[src/rtl/multi_cycle_control_unit.sv]
// rtl/multi_cycle_control_unit.sv - Moore control FSM for the multicycle MIPS datapath
//
// Sequences FETCH/DECODE/execute steps, drives every datapath control,
// gates the PC write on Zero_i in BRANCH, counts retired instructions and
// keeps a sticky flag for unsupported encodings.
//
// Optional feature: define CU_ADDI_EN to build the addi path (ADDIEX/ADDIWB).
// Without it, opcode 001000 takes the illegal path.
//
// Ports:
//   clk            clock, all state on rising edge
//   reset          asynchronous active-low reset
//   Opcode_i       IR[31:26]
//   Funct_i        IR[5:0]
//   Zero_i         ALU zero flag, used in BRANCH
//   PCWrite, IorD, MemWrite, IRWrite, MemtoReg, RegWrite, ALUSrcA, CUS
//                  single-bit datapath controls
//   ALUSrcB        00=B, 01=const 1, 10=SignImm
//   ALUControl     0000 AND, 0001 OR, 0010 ADD, 0110 SUB, 0111 SLT, 1100 NOR
//   PCSrc          0=ALUResult, 1=ALUOut
//   Illegal_o      sticky unsupported-encoding flag
//   Instr_Count_o  retired-instruction counter (wraps)

module multi_cycle_control_unit #(
    parameter int COUNT_WIDTH = 16
) (
    input  logic                   clk,
    input  logic                   reset,
    input  logic [5:0]             Opcode_i,
    input  logic [5:0]             Funct_i,
    input  logic                   Zero_i,
    output logic                   PCWrite,
    output logic                   IorD,
    output logic                   MemWrite,
    output logic                   IRWrite,
    output logic                   MemtoReg,
    output logic                   RegWrite,
    output logic                   ALUSrcA,
    output logic                   CUS,
    output logic [1:0]             ALUSrcB,
    output logic [3:0]             ALUControl,
    output logic                   PCSrc,
    output logic                   Illegal_o,
    output logic [COUNT_WIDTH-1:0] Instr_Count_o
);

    typedef enum logic [3:0] {
        S_FETCH    = 4'd0,
        S_DECODE   = 4'd1,
        S_MEMADR   = 4'd2,
        S_MEMREAD  = 4'd3,
        S_MEMWB    = 4'd4,
        S_MEMWRITE = 4'd5,
        S_EXECUTE  = 4'd6,
        S_ALUWB    = 4'd7,
        S_BRANCH   = 4'd8,
        S_ADDIEX   = 4'd9,
        S_ADDIWB   = 4'd10
    } state_t;

    localparam logic [5:0] OP_RTYPE = 6'b000000;
    localparam logic [5:0] OP_LW    = 6'b100011;
    localparam logic [5:0] OP_SW    = 6'b101011;
    localparam logic [5:0] OP_BEQ   = 6'b000100;
`ifdef CU_ADDI_EN
    localparam logic [5:0] OP_ADDI  = 6'b001000;
`endif

    localparam logic [3:0] ALU_AND = 4'b0000;
    localparam logic [3:0] ALU_OR  = 4'b0001;
    localparam logic [3:0] ALU_ADD = 4'b0010;
    localparam logic [3:0] ALU_SUB = 4'b0110;
    localparam logic [3:0] ALU_SLT = 4'b0111;
    localparam logic [3:0] ALU_NOR = 4'b1100;

    localparam logic [1:0] SRCB_REG  = 2'b00;
    localparam logic [1:0] SRCB_ONE  = 2'b01;
    localparam logic [1:0] SRCB_IMM  = 2'b10;

    state_t state;
    state_t state_next;

    // lw/sw distinction captured in DECODE so MEMADR does not look at the IR
    logic mem_is_lw;

    logic pc_write_raw;
    logic mem_write_raw;
    logic ir_write_raw;
    logic reg_write_raw;
    logic funct_legal;
    logic [3:0] funct_alu;
    logic decode_illegal;
    logic retire;

    always_comb begin
        funct_legal = 1'b1;
        funct_alu   = ALU_ADD;
        case (Funct_i)
            6'b100000: funct_alu = ALU_ADD;
            6'b100010: funct_alu = ALU_SUB;
            6'b100100: funct_alu = ALU_AND;
            6'b100101: funct_alu = ALU_OR;
            6'b101010: funct_alu = ALU_SLT;
            6'b100111: funct_alu = ALU_NOR;
            default:   funct_legal = 1'b0;
        endcase
    end

    always_ff @(posedge clk or negedge reset) begin
        if (!reset) begin
            state         <= S_FETCH;
            mem_is_lw     <= 1'b0;
            Illegal_o     <= 1'b0;
            Instr_Count_o <= '0;
        end else begin
            state <= state_next;
            if (state == S_DECODE) begin
                mem_is_lw <= (Opcode_i == OP_LW);
            end
            if (decode_illegal) begin
                Illegal_o <= 1'b1;
            end
            if (retire) begin
                Instr_Count_o <= Instr_Count_o + {{(COUNT_WIDTH-1){1'b0}}, 1'b1};
            end
        end
    end

    always_comb begin
        state_next     = S_FETCH;
        pc_write_raw   = 1'b0;
        IorD           = 1'b0;
        mem_write_raw  = 1'b0;
        ir_write_raw   = 1'b0;
        MemtoReg       = 1'b0;
        reg_write_raw  = 1'b0;
        ALUSrcA        = 1'b0;
        CUS            = 1'b0;
        ALUSrcB        = SRCB_REG;
        ALUControl     = ALU_AND;
        PCSrc          = 1'b0;
        decode_illegal = 1'b0;
        retire         = 1'b0;

        case (state)
            S_FETCH: begin
                ir_write_raw = 1'b1;
                ALUSrcA      = 1'b1;
                ALUSrcB      = SRCB_ONE;
                ALUControl   = ALU_ADD;
                pc_write_raw = 1'b1;
                state_next   = S_DECODE;
            end
            S_DECODE: begin
                // Precompute the branch target into ALUOut while decoding
                ALUSrcA    = 1'b1;
                ALUSrcB    = SRCB_IMM;
                ALUControl = ALU_ADD;
                case (Opcode_i)
                    OP_LW, OP_SW: state_next = S_MEMADR;
                    OP_RTYPE: begin
                        if (funct_legal) begin
                            state_next = S_EXECUTE;
                        end else begin
                            decode_illegal = 1'b1;
                        end
                    end
                    OP_BEQ: state_next = S_BRANCH;
`ifdef CU_ADDI_EN
                    OP_ADDI: state_next = S_ADDIEX;
`endif
                    default: decode_illegal = 1'b1;
                endcase
            end
            S_MEMADR: begin
                ALUSrcB    = SRCB_IMM;
                ALUControl = ALU_ADD;
                state_next = mem_is_lw ? S_MEMREAD : S_MEMWRITE;
            end
            S_MEMREAD: begin
                IorD       = 1'b1;
                state_next = S_MEMWB;
            end
            S_MEMWB: begin
                reg_write_raw = 1'b1;
                retire        = 1'b1;
            end
            S_MEMWRITE: begin
                IorD          = 1'b1;
                mem_write_raw = 1'b1;
                retire        = 1'b1;
            end
            S_EXECUTE: begin
                ALUSrcB    = SRCB_REG;
                ALUControl = funct_alu;
                state_next = S_ALUWB;
            end
            S_ALUWB: begin
                CUS           = 1'b1;
                MemtoReg      = 1'b1;
                reg_write_raw = 1'b1;
                retire        = 1'b1;
            end
            S_BRANCH: begin
                ALUControl   = ALU_SUB;
                PCSrc        = 1'b1;
                pc_write_raw = Zero_i;
                retire       = 1'b1;
            end
`ifdef CU_ADDI_EN
            S_ADDIEX: begin
                ALUSrcB    = SRCB_IMM;
                ALUControl = ALU_ADD;
                state_next = S_ADDIWB;
            end
            S_ADDIWB: begin
                MemtoReg      = 1'b1;
                reg_write_raw = 1'b1;
                retire        = 1'b1;
            end
`endif
            default: state_next = S_FETCH;
        endcase
    end

    // While reset is held the state already reads FETCH; the write enables are
    // masked so nothing in the datapath is disturbed until release.
    assign PCWrite  = pc_write_raw  & reset;
    assign MemWrite = mem_write_raw & reset;
    assign IRWrite  = ir_write_raw  & reset;
    assign RegWrite = reg_write_raw & reset;

endmodule
[config.mk]
export PLATFORM = sky130hd
export DESIGN_NAME = multi_cycle_control_unit
export DESIGN_NICKNAME = d
export VERILOG_FILES = /design/src/rtl/multi_cycle_control_unit.sv
export SDC_FILE = /design/constraint.sdc
export NUM_CORES = 1
export LEC_CHECK = 0
export CAP_MARGIN = 0
export CORE_UTILIZATION = 25
export DETAILED_ROUTE_END_ITERATION = 10
export DONT_BUFFER_PORTS = 1
export PLACE_DENSITY = 0.44
export SYNTH_ARGS = -nofsm -noshare
export SYNTH_HDL_FRONTEND = slang
export SYNTH_SLANG_ARGS = --single-unit
[constraint.sdc]
create_clock -name clk -period 4.4 [get_ports clk]
set_input_delay 0.88 -clock clk [delete_from_list [all_inputs] [get_ports clk]]
set_output_delay 0.88 -clock clk [all_outputs]
set_load 0.02 [all_outputs]
# == After elaboration in Yosys (flattened, before gate mapping) ==
# Cells that the tools add are included.
# Widths: inputs -> output; s select.
# totals
wordCells,57
inputBits,15
out_inout_bits,32
register_bits,22
# op_classes
n_mux,20
n_eq_ne,17
reduce_logical,11
add_sub_neg,1
bitwise_logic,4
# op_table
operator,n
$eq 6x6->1 const B,8
$pmux 4 s5,2
$pmux 4 s3,2
$add 16x1->16 const B,1
$eq 4x3->1 const B,4
$mux 1,11
$reduce_or 2->1,5
$eq 4x2->1 const B,2
$eq 6x3->1 const B,1
$logic_not 6->1,1
$mux 3,2
$reduce_or 3->1,2
$reduce_or 6->1,1
$and 1x1->1,4
$eq 4x1->1 const B,1
$eq 4x4->1 const B,1
$logic_not 4->1,1
$pmux 1 s2,2
$pmux 2 s2,1
$reduce_or 4->1,1

# == Depth between registers and ports, before layout ==
# depth
ltp_word,6
ltp_mapped,5
mapped_depth_nobuf,5

# == Worst setup path after synthesis ==
# No wires, ideal clock.
# synth_path
path_type,input to output
from,in Funct_i[3]
to,out ALUControl[0]
n_path_buf,0
stages,3
arrival_time_ns,1.808
required_time_ns,3.520
setup_slack_ns,1.712
path_cell_list,and3b_2 > a32oi_1 > nor4_1
# synth_between
elab_chain_cells,3
word_cells_on_any_way,7
classes_between,eq/ne: 5; mux: 2
# synth_lines
element,line,source
start: declaration,30,"input logic [5:0] Funct_i,"
$eq 6x6->1,98,case (Funct_i)
$pmux 4 s5 (*),98,
$pmux 4 s3 (*),145,case (state)
end: declaration,41,"output logic [3:0] ALUControl,"
# Mark *: on every way between the ends. The rest lies on a longest branch, timed or not.

# == Worst setup path after layout ==
# layout_path
from,reg state[0]
to,out IRWrite
# layout_between
elab_chain_cells,3
# layout_lines
element,line,source
start: declaration,80,state_t state;
start signal: assignment,116,state <= state_next;
$logic_not 4->1,145,
$mux 1,145,
$and 1x1->1,230,assign IRWrite = ir_write_raw & reset;
end: declaration,35,"output logic IRWrite,"
# Every way passes these cells.

==> impl_metrics.toml <==
[setup_path]
cpPeakStageDelay_ns = 0.87
cp.required_ns = 3.52
critical_path_class = "reg -> out"
cp_max_fo = 13
critPathBufInv = 0
cpLargestDelayFamily = "simple AND/OR/NAND/NOR gates"
crit_path_end_kind = "primary output"
cp_slowest_cell = "nor4_1"
critPathArrivalTime_ns = 2.00
path_cells = "nor4_1 -> and2_1"
startpoint_type = "register"

[routing]
vias = 1041
wl_met1_mm = 1.33
antenna_left = 0
routed-wl-met2_mm = 1.38
top_layer = "met4"
wirelength_mm = 2.98
drt-initial-drc-count = 28
first_pass_iters = 4
wl_per_cell_microns = 14.6
drc = 0
met3WireLength_microns = 224
avgViaCountPerCell = 5.10

[sta]
finalHoldViolations = 0
post-route-period-util_pct = 65.5
rsz0062_at_grt = "false"
fin_setup_tns_ns = 0
finalSetupViolCount = 0
drv_slew = 0
finalClockSkew_ns = 0.00196
worst_pin_slew_ns = 0.957
fin_crit_ns = 2.88
relSlewSlack_pct = 35.6
fmax_ghz = 0.347

[cts]
clk_pin_slew_ns = 0.08
clock_sinks = 22
post_cts_buffers = 0
postCtsResizedCells = 0
clk_latency_ns = 0.26
htreeDepth = 1
cts_tree = "done"
postCtsHoldBufs = 0
cts_root_buffer = "clkbuf_8"
numCtsBuffers = 3
cts_max_path_buffers = 2

[global_routing]
grt_max_degree = 27
grt_antenna_before_repair = 0
grt_use_total_pct = 10.8
grt_pass1_vias = 1024
grt_pass1_wl_mm = 4.50
grt_overflow = 0

[layout]
syn_to_final_growth_pct = 8.35
final_nets = 154
fill_cells = 523
layout-drive-gt1-share_pct = 7.30
n_antenna_cell = 0

[yosys]
ys_types = 40
synth_enable_flop_cells = 0
yosysTopAreaCellShare_pct = 42.2
netlist_area_sq_mm = 0.00130
ys_seq_area_share_pct = 42.2
yosysWarnings = 0
synth_top_area_cell = "dfrtp_1"
ys_seq_elements = 22
synthTopCellsByArea = "dfrtp_1 42%, xnor2_1 8.7%, nand4_1 4.3%, nand2_1 3.2%, and3_1 2.9%"
synth_common_cells = "22 x dfrtp_1, 13 x xnor2_1, 11 x nand2_1, 10 x nor2_1, 9 x nand4_1"
yosysMostFrequentCell = "dfrtp_1"
synth.avg_cell_area_sq_um = 9.38
syn_nets = 155
synthArstFlopShare_pct = 100
netlist_instances = 139
ys.flop_type = "dfrtp_1"

[place]
port_buffers = 0
gp_congestion = 0.704
dp_hpwl_mm = 2.27

[pwr]
cellPowerDensity_mw_per_mm2 = 352
p_total_uw = 497
peakVddDrop_v = 0.000138
leakage_nw = 0.627

[floorplan]
fp.dieW_microns = 74.2
num_rows = 25
dieArea_sq_mm = 0.00551
ios = 47
coreArea_sq_mm = 0.00488
initial_core_util_pct = 26.7
die_h_microns = 74.2

[outcome]
status = "finished, final reports clean"

[worst_hold_path]
hp-class = "in -> async"

[run]
drv_cap = 0
layout by cell type, fill, tap and decap left out, types with 4 or more instances in the layout:
master / n
xnor2_1: 13
dfrtp_1: 22
nor3_1: 7
inv_1: 7
nand3_1: 4
and3_1: 6
clkbuf_8: 4
nor4_1: 4
nor2_1: 10
nand2_1: 11
nand4_1: 9
nor2b_1: 4
cell type report:
type                       instances  area [sq um]  area share [%]
clock buffer                       4          55.1            3.90
inverter                           7          26.3            1.86
multi-input combinational        104           697            49.3
sequential                        22           551            39.0
tap                               67          83.8            5.93
power by group:
group | switching, mW | leakage (nW) | internal (mW)
Combinational | 0.0538 | 0.304 | 0.0309
Sequential | 0.0481 | 0.294 | 0.220
Clock | 0.0648 | 0.0288 | 0.0798
routing by layer:
metal,GRT usage [%],up-vias
li1,-,489
met1,12.7,510
met2,19.1,37
met3,2.57,5
met4,3.77,0
met5,0,-
through the flow:
step / instances / cell area, sq um / setup WS (ns) / hold WS (ns) / utilization [%]
after floorplan: 139 / 1300 / 1.71 / 0.471 / -
after global placement: 200 / 1360 / 1.66 / 0.511 / 27.8
after detailed placement: 200 / 1360 / 1.63 / 0.518 / 27.8
after CTS: 204 / 1410 / 1.51 / 0.294 / 28.9
after global routing: 204 / 1410 / 1.41 / 0.284 / 28.9
final: 204 / 1410 / 1.52 / 0.303 / 28.9
state kept, by name, indices dropped and copies added, names as in the netlist:
register       flops
Illegal_o          1
Instr_Count_o     16
state              4
mem_is_lw          1
cells by family (layout without fill, tap and decap cells):
group	Yosys count	after routing	share of synthesized area (%)
buffers and inverters	13	11	4.32
AND/OR/NAND/NOR	70	70	30.2
flip-flops	22	22	42.2
XOR/XNOR	16	16	10.7
multiplexers	2	2	1.63
AO/OA/AOI/OAI	14	14	9.12
adder cells (fa/ha/maj)	2	2	1.73
worst paths after layout:
check	start	end	slack, ns	cells past startpoint
worst max-delay path	state[0]	IRWrite	1.52	2
worst min-delay path	reset	Instr_Count_o[13]	0.30	0
worst max register to register	state[0]	state[1]	2.67	4
worst min register to register	mem_is_lw	mem_is_lw	0.53	2
max in group asynchronous	reset	Instr_Count_o[6]	4.02	0
min in group clk	mem_is_lw	mem_is_lw	0.53	2
Power figures use the tool's default switching activity.
